`src/rtl/data_collector_unit.sv`:
```
// ============================================================================
// data_collector_unit
// ----------------------------------------------------------------------------
// Single-channel change-detecting sample collector. While enabled, the
// monitored vector is compared against the last captured value every clock;
// a new value (or the first enabled cycle after enable rises / after a
// clear) is captured together with a free-running timestamp into a FIFO
// that is drained through a simple pop-style read port.
//
// Ports:
//   clk         single clock, rising edge
//   rst         asynchronous, active-high reset
//   i_data      monitored vector
//   i_en        collection enable (level)
//   i_clr       synchronous flush of FIFO and status
//   i_rd        read request (pop one entry)
//   o_rd_valid  one-cycle pulse: o_rd_data / o_rd_ts valid
//   o_rd_data   popped sample value
//   o_rd_ts     timestamp of popped sample
//   o_count     entries currently stored
//   o_empty     count == 0
//   o_full      count == G_DEPTH
//   o_overflow  sticky: a capture was dropped
// ============================================================================
module data_collector_unit #(
    parameter int G_DATA_WIDTH = 20,
    parameter int G_DEPTH      = 16,
    parameter int G_TS_WIDTH   = 32
) (
    input  logic                         clk,
    input  logic                         rst,
    input  logic [G_DATA_WIDTH-1:0]      i_data,
    input  logic                         i_en,
    input  logic                         i_clr,
    input  logic                         i_rd,
    output logic                         o_rd_valid,
    output logic [G_DATA_WIDTH-1:0]      o_rd_data,
    output logic [G_TS_WIDTH-1:0]        o_rd_ts,
    output logic [$clog2(G_DEPTH):0]     o_count,
    output logic                         o_empty,
    output logic                         o_full,
    output logic                         o_overflow
);

    localparam int AW = $clog2(G_DEPTH);
    localparam int CW = AW + 1;
    localparam int EW = G_DATA_WIDTH + G_TS_WIDTH;

    localparam logic [CW-1:0]         DEPTH_C = CW'(G_DEPTH);
    localparam logic [CW-1:0]         CNT_ONE = CW'(1);
    localparam logic [AW-1:0]         PTR_ONE = AW'(1);
    localparam logic [G_TS_WIDTH-1:0] TS_ONE  = G_TS_WIDTH'(1);

    // Entry storage; contents need no reset, only pointers/count define validity.
    logic [EW-1:0] mem [G_DEPTH];

    logic [G_TS_WIDTH-1:0]   ts_reg;
    logic [G_DATA_WIDTH-1:0] last_reg,  last_next;
    logic                    first_reg, first_next;
    logic [AW-1:0]           wr_ptr_reg, wr_ptr_next;
    logic [AW-1:0]           rd_ptr_reg, rd_ptr_next;
    logic [CW-1:0]           count_reg, count_next;
    logic                    empty_reg, full_reg;
    logic                    ovf_reg, ovf_next;
    logic                    rd_valid_reg;
    logic [G_DATA_WIDTH-1:0] rd_data_reg;
    logic [G_TS_WIDTH-1:0]   rd_ts_reg;

    logic capture;
    logic rd_accept;
    logic wr_accept;
    logic drop;

    always_comb begin
        capture     = i_en && (first_reg || (i_data != last_reg));
        // Clear wins over everything in its cycle. An empty FIFO ignores the
        // read, so a same-cycle write into an empty FIFO is a plain write.
        rd_accept   = i_rd && !empty_reg && !i_clr;
        // A full FIFO still accepts a write when a pop frees the slot; the
        // slot being written is the one being read, and the read sees the
        // old contents because the memory read is registered.
        wr_accept   = capture && !i_clr && (!full_reg || rd_accept);
        drop        = capture && !i_clr && !wr_accept;

        count_next  = count_reg;
        wr_ptr_next = wr_ptr_reg;
        rd_ptr_next = rd_ptr_reg;
        ovf_next    = ovf_reg;
        last_next   = last_reg;
        first_next  = first_reg;

        if (wr_accept) begin
            wr_ptr_next = wr_ptr_reg + PTR_ONE;
        end
        if (rd_accept) begin
            rd_ptr_next = rd_ptr_reg + PTR_ONE;
        end
        if (wr_accept && !rd_accept) begin
            count_next = count_reg + CNT_ONE;
        end else if (!wr_accept && rd_accept) begin
            count_next = count_reg - CNT_ONE;
        end

        // A dropped capture still becomes the new reference value so that
        // the same value is not reported again once space frees up.
        if (capture && !i_clr) begin
            last_next  = i_data;
            first_next = 1'b0;
        end
        if (drop) begin
            ovf_next = 1'b1;
        end

        if (!i_en) begin
            first_next = 1'b1;
        end

        if (i_clr) begin
            count_next  = '0;
            wr_ptr_next = '0;
            rd_ptr_next = '0;
            ovf_next    = 1'b0;
            first_next  = 1'b1;
        end
    end

    always_ff @(posedge clk or posedge rst) begin
        if (rst) begin
            ts_reg       <= '0;
            last_reg     <= '0;
            first_reg    <= 1'b1;
            wr_ptr_reg   <= '0;
            rd_ptr_reg   <= '0;
            count_reg    <= '0;
            empty_reg    <= 1'b1;
            full_reg     <= 1'b0;
            ovf_reg      <= 1'b0;
            rd_valid_reg <= 1'b0;
            rd_data_reg  <= '0;
            rd_ts_reg    <= '0;
        end else begin
            ts_reg       <= ts_reg + TS_ONE;
            last_reg     <= last_next;
            first_reg    <= first_next;
            wr_ptr_reg   <= wr_ptr_next;
            rd_ptr_reg   <= rd_ptr_next;
            count_reg    <= count_next;
            empty_reg    <= (count_next == '0);
            full_reg     <= (count_next == DEPTH_C);
            ovf_reg      <= ovf_next;
            rd_valid_reg <= rd_accept;
            if (rd_accept) begin
                {rd_data_reg, rd_ts_reg} <= mem[rd_ptr_reg];
            end
        end
    end

    always_ff @(posedge clk) begin
        if (wr_accept) begin
            mem[wr_ptr_reg] <= {i_data, ts_reg};
        end
    end

    assign o_rd_valid = rd_valid_reg;
    assign o_rd_data  = rd_data_reg;
    assign o_rd_ts    = rd_ts_reg;
    assign o_count    = count_reg;
    assign o_empty    = empty_reg;
    assign o_full     = full_reg;
    assign o_overflow = ovf_reg;

endmodule

```
`config.mk`:
```
export PLATFORM = sky130hd
export DESIGN_NAME = data_collector_unit
export DESIGN_NICKNAME = d
export VERILOG_FILES = /design/src/rtl/data_collector_unit.sv
export SDC_FILE = /design/constraint.sdc
export NUM_CORES = 1
export LEC_CHECK = 0
export CAP_MARGIN = 20
export CORE_MARGIN = 4
export CORE_UTILIZATION = 25
export DETAILED_ROUTE_END_ITERATION = 10
export GPL_ROUTABILITY_DRIVEN = 0
export PLACE_DENSITY = 0.49
export SLEW_MARGIN = 20
export SYNTH_ARGS = -nofsm -noshare
export SYNTH_HDL_FRONTEND = slang
export SYNTH_SLANG_ARGS = --single-unit
```
`constraint.sdc`:
```
create_clock -name clk -period 3.5 [get_ports clk]
set_clock_uncertainty 0.2 [all_clocks]
set_input_delay 0.35 -clock clk [delete_from_list [all_inputs] [get_ports clk]]
set_output_delay 0.35 -clock clk [all_outputs]
set_load 0.01 [all_outputs]
```
==> key figures, run 1 <==
Outcome
  • Status: finished clean

Cells and area
  • Share of post-route cells with drive strength above 1: 0.227
  • Nets: 2285
  • Post-Layout Inst Area: 45300 um^2
  • Max reg flops: 832
  • Area Growth Syn to Fin: 23.0%

Yosys
  • Synth cell types: 42
  • List of most frequent post-synthesis cells: 832 x edfxtp_1, 176 x nand2_1, 162 x mux2i_1, 120 x dfrtp_1
  • Top cells by area, synth: edfxtp_1 68%, dfrtp_1 8.1%, mux4_2 6.4%, mux2i_1 4.4%, o221ai_1 2.5%
  • Synth area leader: edfxtp_1
  • Asr flop ratio synth: 0.128
  • Post-synth EDFFs: between 800 and 900
  • Sequential fraction of the synthesis area: 0.761
  • Post-Syn Area: 36800 um^2
  • Cells after Synth: 2006
  • Synth warn: 0
  • Top-count cell post-synth: edfxtp_1
  • Syn_nets: 2039
  • Top cell type's share of synthesized area: 0.678
  • Seq cells post-synth: 954
  • Top FF cell, synth: edfxtp_1
  • Mean Syn Cell Area: between 15 and 20 um^2

STA
  • Period utilization: 0.849
  • Fin crit period: approximately 3 ns
  • RSZ-0062 raised after global routing: no
  • Final setup violation count: 0
  • Hold_ws: 0.0498 ns
  • Slew Viols, Final: 0
  • Worst Tran Pin Value: ~0.97 ns
  • Fmax: 0.336 GHz
  • Final Hold Viols: 0
  • Max_slew headroom: 0.353

Die
  • Die Y: 392 um
  • IO Pins: between 80 and 90
  • Rows: 140
  • Core area: 146000 um^2
  • Die area: 154000 um^2
  • Die Wd: 392 um
  • Initial core utilization: 0.252

Detailed routing
  • Routed length per instance: 22.7 um
  • Iter 0 DRT Violations: 1501
  • Total number of vias: around 19000
  • ANT nets after route: 0
  • Drt drc: 0
  • Via density: 4.48
  • DRT Pass-1 Iters: 5
  • Final WL: between 90 and 100 mm

Critical path
  • Slowest CP cell: dfrtp_4
  • Most frequent CP cell: o21ai_0
  • Worst setup EP type: register
  • CP required: ~3.8 ns
  • CP Class: register to register
  • Nature of the critical path startpoint: register
  • RR Endpoint: o_rd_ts[19]
  • R2R depth: 7
  • Worst R2R Setup Slack: 0.53 ns
  • CP max stage delay: 0.72 ns
  • Reg2reg start: rd_ptr_reg[0]
  • Crit-path cells: buf_12 > mux2_2 > a21oi_1 > o21ai_0 > o221ai_1 > buf_4 > o21ai_0
  • Crit path DAT: 3.29 ns
  • Worst Path Max Fanout: 25

Clock network
  • Root buffer cell: clkbuf_16
  • Clk pin slew, worst setup/hold paths: 0.06 ns
  • Post-CTS Hold Buffers: 0
  • CTS Buffer Depth: 3
  • Postcts setup bufs: 0
  • Clk Latency, worst-skew pair: 0.69 ns
  • CTS sink cnt: 954
  • Post-CTS sizing: 0
  • CTS H-tree lvls: 3
  • Total CTS buffers: 102
  • CTS tree: yes

GRT
  • GRT overflow: 0
  • Largest net degree at the start of global routing: 69
  • Vias in the first global route: 20100
  • Initial antenna violation count: 3
  • GRT Util Overall: 0.126
  • First-pass GRT wire length: around 140 mm

Min path
  • Type of the tightest min-delay check: input pin to async pin

Power and ir drop
  • VDD IR-drop max: 0.000386 V
  • PD cells: roughly 620 nW/um^2
  • Leakage: 14.7 nW

Placement
  • Port Buffers: 85
  • Post-DP Area: 41700 um^2
  • Dpl hpwl: approximately 64 mm

Job
  • Number of max-cap violations: 0
[logic make-up (layout without fill, tap and decap cells)]
family,after synthesis,count (layout),share of synthesized area
compound gates,267,267,0.0473
xor+xnor,60,60,0.0143
fa+ha+maj,8,8,0.00272
buf+inv,114,449,0.0130
flops,954,954,0.761
mux,338,338,0.130
other cells,0,2,0
simple gates,265,265,0.0322
[worst max-delay path, delay by kind of cell (launching register included)]
| family | cells | cell delay (ns) |
|---|---|---|
| AOI/OAI and AO/OA | 4 | 0.98 |
| DFF | 1 | 0.72 |
| buffers and inverters | 2 | 0.51 |
| muxes | 1 | 0.37 |
[through the flow]
step / setup slack (ns) / total power [W] / TNS, ns / utilization / cells
finish: 0.528 / 0.0281 / 0 / 0.310 / 4260
global route: 0.398 / 0.0293 / 0 / 0.310 / 4258
CTS: 0.529 / 0.0286 / 0 / 0.310 / 4258
detailed placement: -0.121 / 0.0169 / -48.48 / 0.285 / 4065
global placement: -0.138 / 0.0169 / -59.53 / 0.285 / 4065
floorplan: 0.267 / 0.0151 / 0 / - / 2006
[final cells by class]
| type | count | area [um^2] |
|---|---|---|
| Antenna cell | 2 | 5.00 |
| Clock buffer | 119 | 2660 |
| Clock inverter | 74 | 990 |
| Fill cell | 14100 | 101000 |
| Inverter | 10 | 41.3 |
| Multi-Input combinational cell | 938 | 8390 |
| Sequential cell | 954 | 28100 |
| Tap cell | 1917 | 2400 |
| Timing Repair Buffer | 246 | 2810 |
[cell usage in the layout, fill, tap and decap left out, types with 3 or more instances in the layout]
cell type          n
a21oi_1           54
and2_4            16
and3_1             6
and4_1             4
buf_12            60
buf_4            101
bufinv_16         20
clkbuf_1          14
clkbuf_16        103
clkdlybuf4s50_1   85
clkinv_1          16
clkinv_16          3
clkinv_2          20
clkinv_4           4
clkinvlp_4         6
dfrtp_1          116
dfrtp_4            3
edfxtp_1         832
ha_1               8
inv_1              9
inv_6              4
mux2_2            72
mux2i_1          162
mux4_2           104
nand2_1          175
nand3_1           15
nand4_1            8
nor2_1            19
nor3_1             4
nor4_1             4
o21ai_0          102
o21ai_1            3
o221ai_1         104
xnor2_1           33
xor2_1            27
[worst max path at each step]
| stage | to | start |
|---|---|---|
| floorplan | mem[0][0] | last_reg[0] |
| global placement | mem[14][34] | i_data[18] |
| detailed placement | mem[14][36] | i_data[18] |
| CTS | o_rd_ts[19] | rd_ptr_reg[0] |
| global route | mem[15][5] | last_reg[18] |
| finish | o_rd_ts[19] | rd_ptr_reg[0] |
[layer usage]
metal,share of wire,wire (um),global-route usage,vias up
li1,-,-,-,8491
met1,0.44,42600,0.168,10000
met2,0.49,47500,0.211,450
met3,0.044,4260,0.0205,117
met4,0.024,2290,0.0364,0
met5,0,0,0,-
[power by group]
part	switching, W	internal, W	leakage [nW]
logic	0.00178	0.00177	3.57
clock network	0.00462	0.00697	1.77
registers	0.000301	0.0127	9.38
Note: power is estimated with default switching activity, not from simulation.
==> run 2, diff against run 1 <==
- clock period: 3.5 -> 2.67 ns (I/O delays scaled with it)
==> key figures, run 2 (same netlist as run 1, synthesis figures left out) <==
Detailed routing
  • Met2 wire length: roughly 53 mm
  • Met3 wire len: 6.62 mm
  • Drt drc: 0
  • Final WL: about 110 mm
  • Iter 0 DRT Violations: 1701
  • Total number of vias: 20300
  • Via density: 4.60
  • DR top layer: met4
  • Routed length per instance: 24.9 um
  • ANT nets after route: 0
  • DRT Pass-1 Iters: 5
  • Wire length on met1: about 47 mm

Cells and area
  • Area Growth Syn to Fin: 30.0%
  • Leading cell type in the layout, fill and taps excluded: edfxtp_1
  • Most frequent cells in the layout: 832 x edfxtp_1, 174 x nand2_1, 162 x mux2i_1
  • Non-Filler Instances: roughly 4400
  • Fillers: approximately 14000
  • Post-Layout Inst Area: 47900 um^2
  • Multi-input combinational cell area: between 8000 and 9000 um^2
  • Register area: 28100 um^2
  • Max reg flops: 832
  • Nets: 2441
  • Share of post-route cells with drive strength above 1: 0.278
  • Post-Route Utilization: 0.328

Job
  • Number of max-cap violations: 0

Outcome
  • Status: finished with violations
  • Failing checks: setup timing

Power and ir drop
  • Leakage: 15.8 nW
  • Total Power: 0.0358 W
  • PD cells: between 700 and 800 nW/um^2
  • VDD IR-drop max: roughly 0.00045 V

Placement
  • Post-DP Area: 42200 um^2
  • Cells after DPL: 4119
  • Dpl hpwl: 64.0 mm
  • DP Worst Slack: -1.15 ns
  • Port Buffers: 85

STA
  • Worst Tran Pin Value: between 0.7 and 0.8 ns
  • Slew Viols, Final: 0
  • Fin crit period: approximately 2.8 ns
  • RSZ-0062 raised after global routing: yes
  • Period utilization: 1.04
  • Final setup violation count: 612
  • Final worst slack: -0.101 ns
  • Fmax: 0.361 GHz
  • Final Hold Viols: 0
  • Max_slew headroom: 0.509

GRT
  • First-pass GRT wire length: 149 mm
  • GRT Util Overall: 0.134
  • Largest net degree at the start of global routing: 63
  • Vias in the first global route: 20500
  • Initial antenna violation count: 0
  • GRT overflow: 0

Clock network
  • Clk pin slew, worst setup/hold paths: 0.06 ns
  • Clk Latency, worst-skew pair: around 0.68 ns
  • Root buffer cell: clkbuf_16
  • Total CTS buffers: 102
  • CTS Buffer Depth: 3
  • CTS sink cnt: 954
  • CTS tree: yes
  • CTS H-tree lvls: 3

Min path
  • Type of the tightest min-delay check: input pin to register

Die
  • Die Wd: 392 um
  • Core area: ~150000 um^2
  • Initial core utilization: 0.252
  • IO Pins: 86
  • Rows: 140
  • Die area: 154000 um^2
  • Die Y: a little under 400 um

Critical path
  • Worst setup EP type: register
  • Crit path DAT: 3.01 ns
  • Nature of the critical path startpoint: register
  • CP Class: register to register
  • CP required: 2.91 ns
  • Worst Path Max Fanout: 6
## run 2: final timing paths
path                                   from             to  slack [ns]  cells after the start
worst max-delay path            last_reg[2]     mem[8][48]       -0.10                     10
worst min-delay path             i_data[16]    mem[14][48]        0.15                      2
worst max register to register  last_reg[2]     mem[8][48]       -0.10                     10
worst min register to register  o_rd_ts[16]    o_rd_ts[16]        0.28                      2
max in group asynchronous               rst    o_rd_ts[24]        1.41                      4
min in group asynchronous               rst  o_rd_data[15]        0.39                      4
## run 2: power breakdown
| group | switching, W | internal (W) |
|---|---|---|
| clock network | 0.00583 | 0.00791 |
| registers | 0.000340 | 0.0167 |
| logic | 0.00251 | 0.00254 |
## run 2: area by class of cell
class	count	area share
Sequential cell	954	0.586
Multi-Input combinational cell	941	0.181
Timing Repair Buffer	399	0.115
Clock buffer	132	0.0580
Tap cell	1917	0.0501
Clock inverter	57	0.00951
Inverter	10	0.000862
Antenna cell	1	0.0000523
## run 2: per-layer routing
metal	GRT usage	vias up
li1	-	8821
met1	0.177	10700
met2	0.222	626
met3	0.0257	149
met4	0.0448	0
met5	0	-
## run 2: metrics by stage
stage	hold WS [ns]	TNS, ns
2_1_floorplan	0.120	-21.20
3_3_place_gp	0.271	-911.72
3_5_place_dp	0.272	-929.50
4_1_cts	0.0868	-37.83
5_1_grt	0.124	-85.59
6_report	0.148	-29.85
## run 2: critical path: stages (launching register included)
cell and delay (ns):
dfrtp_1 0.44, xor2_4 0.19, nor4_4 0.38, nand4_1 0.22
o21ba_4 0.30, nand2_8 0.09, buf_12 0.11, nor3_4 0.04
and2_4 0.23, buf_12 0.17, buf_12 0.14
## run 2: timing repair
action,4_1_cts,5_1_grt
pin swaps,18,12
endpoints found under the hold margin,121,0
buffers inserted,31,24
hold buffers,3,0
cloned,29,44
resized for setup,76,51
endpoints found under the setup margin,868,810
==> run 3, diff against run 2 <==
--- a/config.mk
+++ b/config.mk
@@ -6,7 +6,8 @@
 export NUM_CORES = 1
 export LEC_CHECK = 0
-export CAP_MARGIN = 20
+export CAP_MARGIN = 30
 export CORE_MARGIN = 4
 export CORE_UTILIZATION = 25
+export CTS_CLUSTER_SIZE = 28
 export DETAILED_ROUTE_END_ITERATION = 10
 export GPL_ROUTABILITY_DRIVEN = 0
==> constraint.sdc (replaced) <==
create_clock -name clk -period 2.67 [get_ports clk]
set_clock_uncertainty 0.2 [all_clocks]
set_input_delay 0.534 -clock clk [delete_from_list [all_inputs] [get_ports clk]]
set_output_delay 0.534 -clock clk [all_outputs]
set_load 0.01 [all_outputs]
==> key figures, run 3 (same netlist as run 1, synthesis figures left out) <==
Outcome
  • Status: finished with violations
  • Failing checks: setup timing

Power and ir drop
  • Sequential share of power: 0.468
  • Combinational power share: 0.133
  • Leakage: 15.0 nW
  • VDD IR-drop max: 0.000486 V
  • Clock power share: 0.399
  • Switching power share of the total: 0.243
  • NetSw: 0.00880 W
  • Cell-internal power: 0.0275 W
  • PD cells: 792 nW/um^2

STA
  • Fin crit period: approximately 2.7 ns
  • Final worst slack: -0.0760 ns
  • Fmax: 0.364 GHz
  • Fin Setup TNS: -5.97 ns
  • Slew Viols, Final: 0
  • Worst Tran Pin Value: 0.705 ns
  • Max_slew headroom: 0.530
  • Period utilization: 1.03
  • Final Hold Viols: 0
  • Final setup violation count: 321
  • RSZ-0062 raised after global routing: yes

Clock network
  • Total CTS buffers: 101
  • Root buffer cell: clkbuf_16
  • Postcts setup bufs: 0
  • Clk pin slew, worst setup/hold paths: 0.06 ns
  • CTS H-tree lvls: 3
  • Post-CTS Hold Buffers: 0
  • CTS sink cnt: 954
  • CTS Buffer Depth: 3
  • CTS tree: yes
  • Clk Latency, worst-skew pair: 0.70 ns

Critical path
  • Most frequent CP cell: buf_4
  • Crit path max-delay family: simple AND/OR/NAND/NOR gates
  • Crit-path cells: xor2_1 > nor4_2 > buf_4 > nand4_1 > buf_4 > o21ai_4 > mux2i_1 > xnor2_1 > nor2_1 > nor4bb_4
  • R2R depth: 10
  • Stages on the worst setup path: 10
  • Worst R2R Setup Slack: -0.08 ns
  • Worst Path Max Fanout: 3
  • CP Class: register to register
  • CP required: 3.06 ns
  • RR Endpoint: o_full
  • Worst setup EP type: register
  • Worst Setup EP: o_full
  • Crit path DAT: 3.14 ns
  • CP max stage delay: 0.39 ns
  • Slowest CP cell: dfrtp_1
  • Nature of the critical path startpoint: register
  • Reg2reg start: last_reg[10]
  • CP Launch Point: last_reg[10]
  • WP buf/inv: 2

GRT
  • First-pass GRT wire length: roughly 140 mm
  • GRT overflow: 0
  • GRT Util Overall: 0.125
  • Vias in the first global route: about 20000
  • Initial antenna violation count: 4
  • Largest net degree at the start of global routing: 65

Detailed routing
  • Drt drc: 0
  • ANT nets after route: 0
  • Routed length per instance: 22.4 um
  • Final WL: between 90 and 100 mm
  • Total number of vias: 19200
  • DRT Pass-1 Iters: 5
  • Via density: 4.46
  • Iter 0 DRT Violations: 1471

Cells and area
  • Leading cell type in the layout, fill and taps excluded: edfxtp_1
  • Fillers: 14100
  • Max reg flops: 832
  • Nets: 2339
  • Area Growth Syn to Fin: 24.3%
  • N_diodes: 0
  • Share of post-route cells with drive strength above 1: 0.246
  • Post-Layout Inst Area: 45800 um^2
  • Most frequent cells in the layout: 832 x edfxtp_1, 174 x nand2_1, 162 x mux2i_1

Die
  • IO Pins: 86
  • Die Wd: 392 um
  • Initial core utilization: 0.252
  • Die Y: 392 um
  • Die area: 154000 um^2
  • Core area: approximately 150000 um^2
  • Rows: 140

Min path
  • Type of the tightest min-delay check: register to register
  • Worst hold start: o_rd_ts[2]

Job
  • Number of max-cap violations: 0

Placement
  • Post-DP Area: 42300 um^2
  • Port Buffers: 85
  • Dpl hpwl: 63.1 mm
## run 3: cell count changes in the layout (fill, tap and decap cells not counted), moves of 6 or more
cell / delta
buf_12: -28
buf_16: -17
buf_4: +9
buf_6: -15
buf_8: -13
clkbuf_1: -11
clkbuf_16: -35
clkinv_16: +6
xor2_1: +6
## run 3: what timing repair did
action / in CTS / in global routing
endpoints found under the setup margin: 840 / 837
pin swaps: 1 / 0
resized for setup: 11 / 1
hold endpoints to repair: 0 / 0
## run 3: worst min path at each step
stage,endpoint,cells after the start
after global placement,o_rd_data[12],2
after detailed placement,o_rd_ts[4],2
after floorplan,last_reg[18],1
final,o_rd_ts[2],2
after global routing,o_rd_data[12],2
after CTS,o_rd_ts[1],2
## run 3: routing by layer
| metal | wire length, um | global-route usage |
|---|---|---|
| met4 | 2500 | 0.0398 |
| met1 | 42800 | 0.169 |
| met3 | 4590 | 0.0217 |
| met5 | 0 | 0 |
| met2 | 46500 | 0.204 |
## run 3: final cells by class
class | instances | area (um^2) | area share
Sequential cell | 954 | 28100 | 0.612
Multi-Input combinational cell | 938 | 8440 | 0.184
Timing Repair Buffer | 301 | 3370 | 0.0736
Clock buffer | 122 | 2710 | 0.0591
Tap cell | 1917 | 2400 | 0.0524
Clock inverter | 69 | 797 | 0.0174
Inverter | 10 | 41.3 | 0.000901
## run 3: power by group through the flow
stage	clock, W	combinational, W	sequential [W]
after CTS	0.0149	0.00499	0.0170
after floorplan	0	0.00239	0.0174
after global placement	0	0.00495	0.0173
after global routing	0.0156	0.00524	0.0171
after detailed placement	0	0.00496	0.0173
final	0.0145	0.00482	0.0170
## run 3: metrics by stage
step / total power, W / util / instances / hold WS, ns / setup WS [ns]
global placement: 0.0223 / 0.289 / 4120 / 0.274 / -0.942
finish: 0.0363 / 0.314 / 4311 / 0.282 / -0.0760
detailed placement: 0.0223 / 0.289 / 4120 / 0.275 / -0.943
floorplan: 0.0198 / - / 2006 / 0.301 / -0.191
CTS: 0.0369 / 0.314 / 4311 / 0.288 / -0.118
global route: 0.0379 / 0.314 / 4311 / 0.311 / -0.267
## run 3: worst register-to-register path: stages, from the launching register on
cell      delay (ns)
dfrtp_1         0.39
xor2_1          0.17
nor4_2          0.31
buf_4           0.16
nand4_1         0.18
buf_4           0.21
o21ai_4         0.18
mux2i_1         0.28
xnor2_1         0.14
nor2_1          0.11
nor4bb_4        0.31
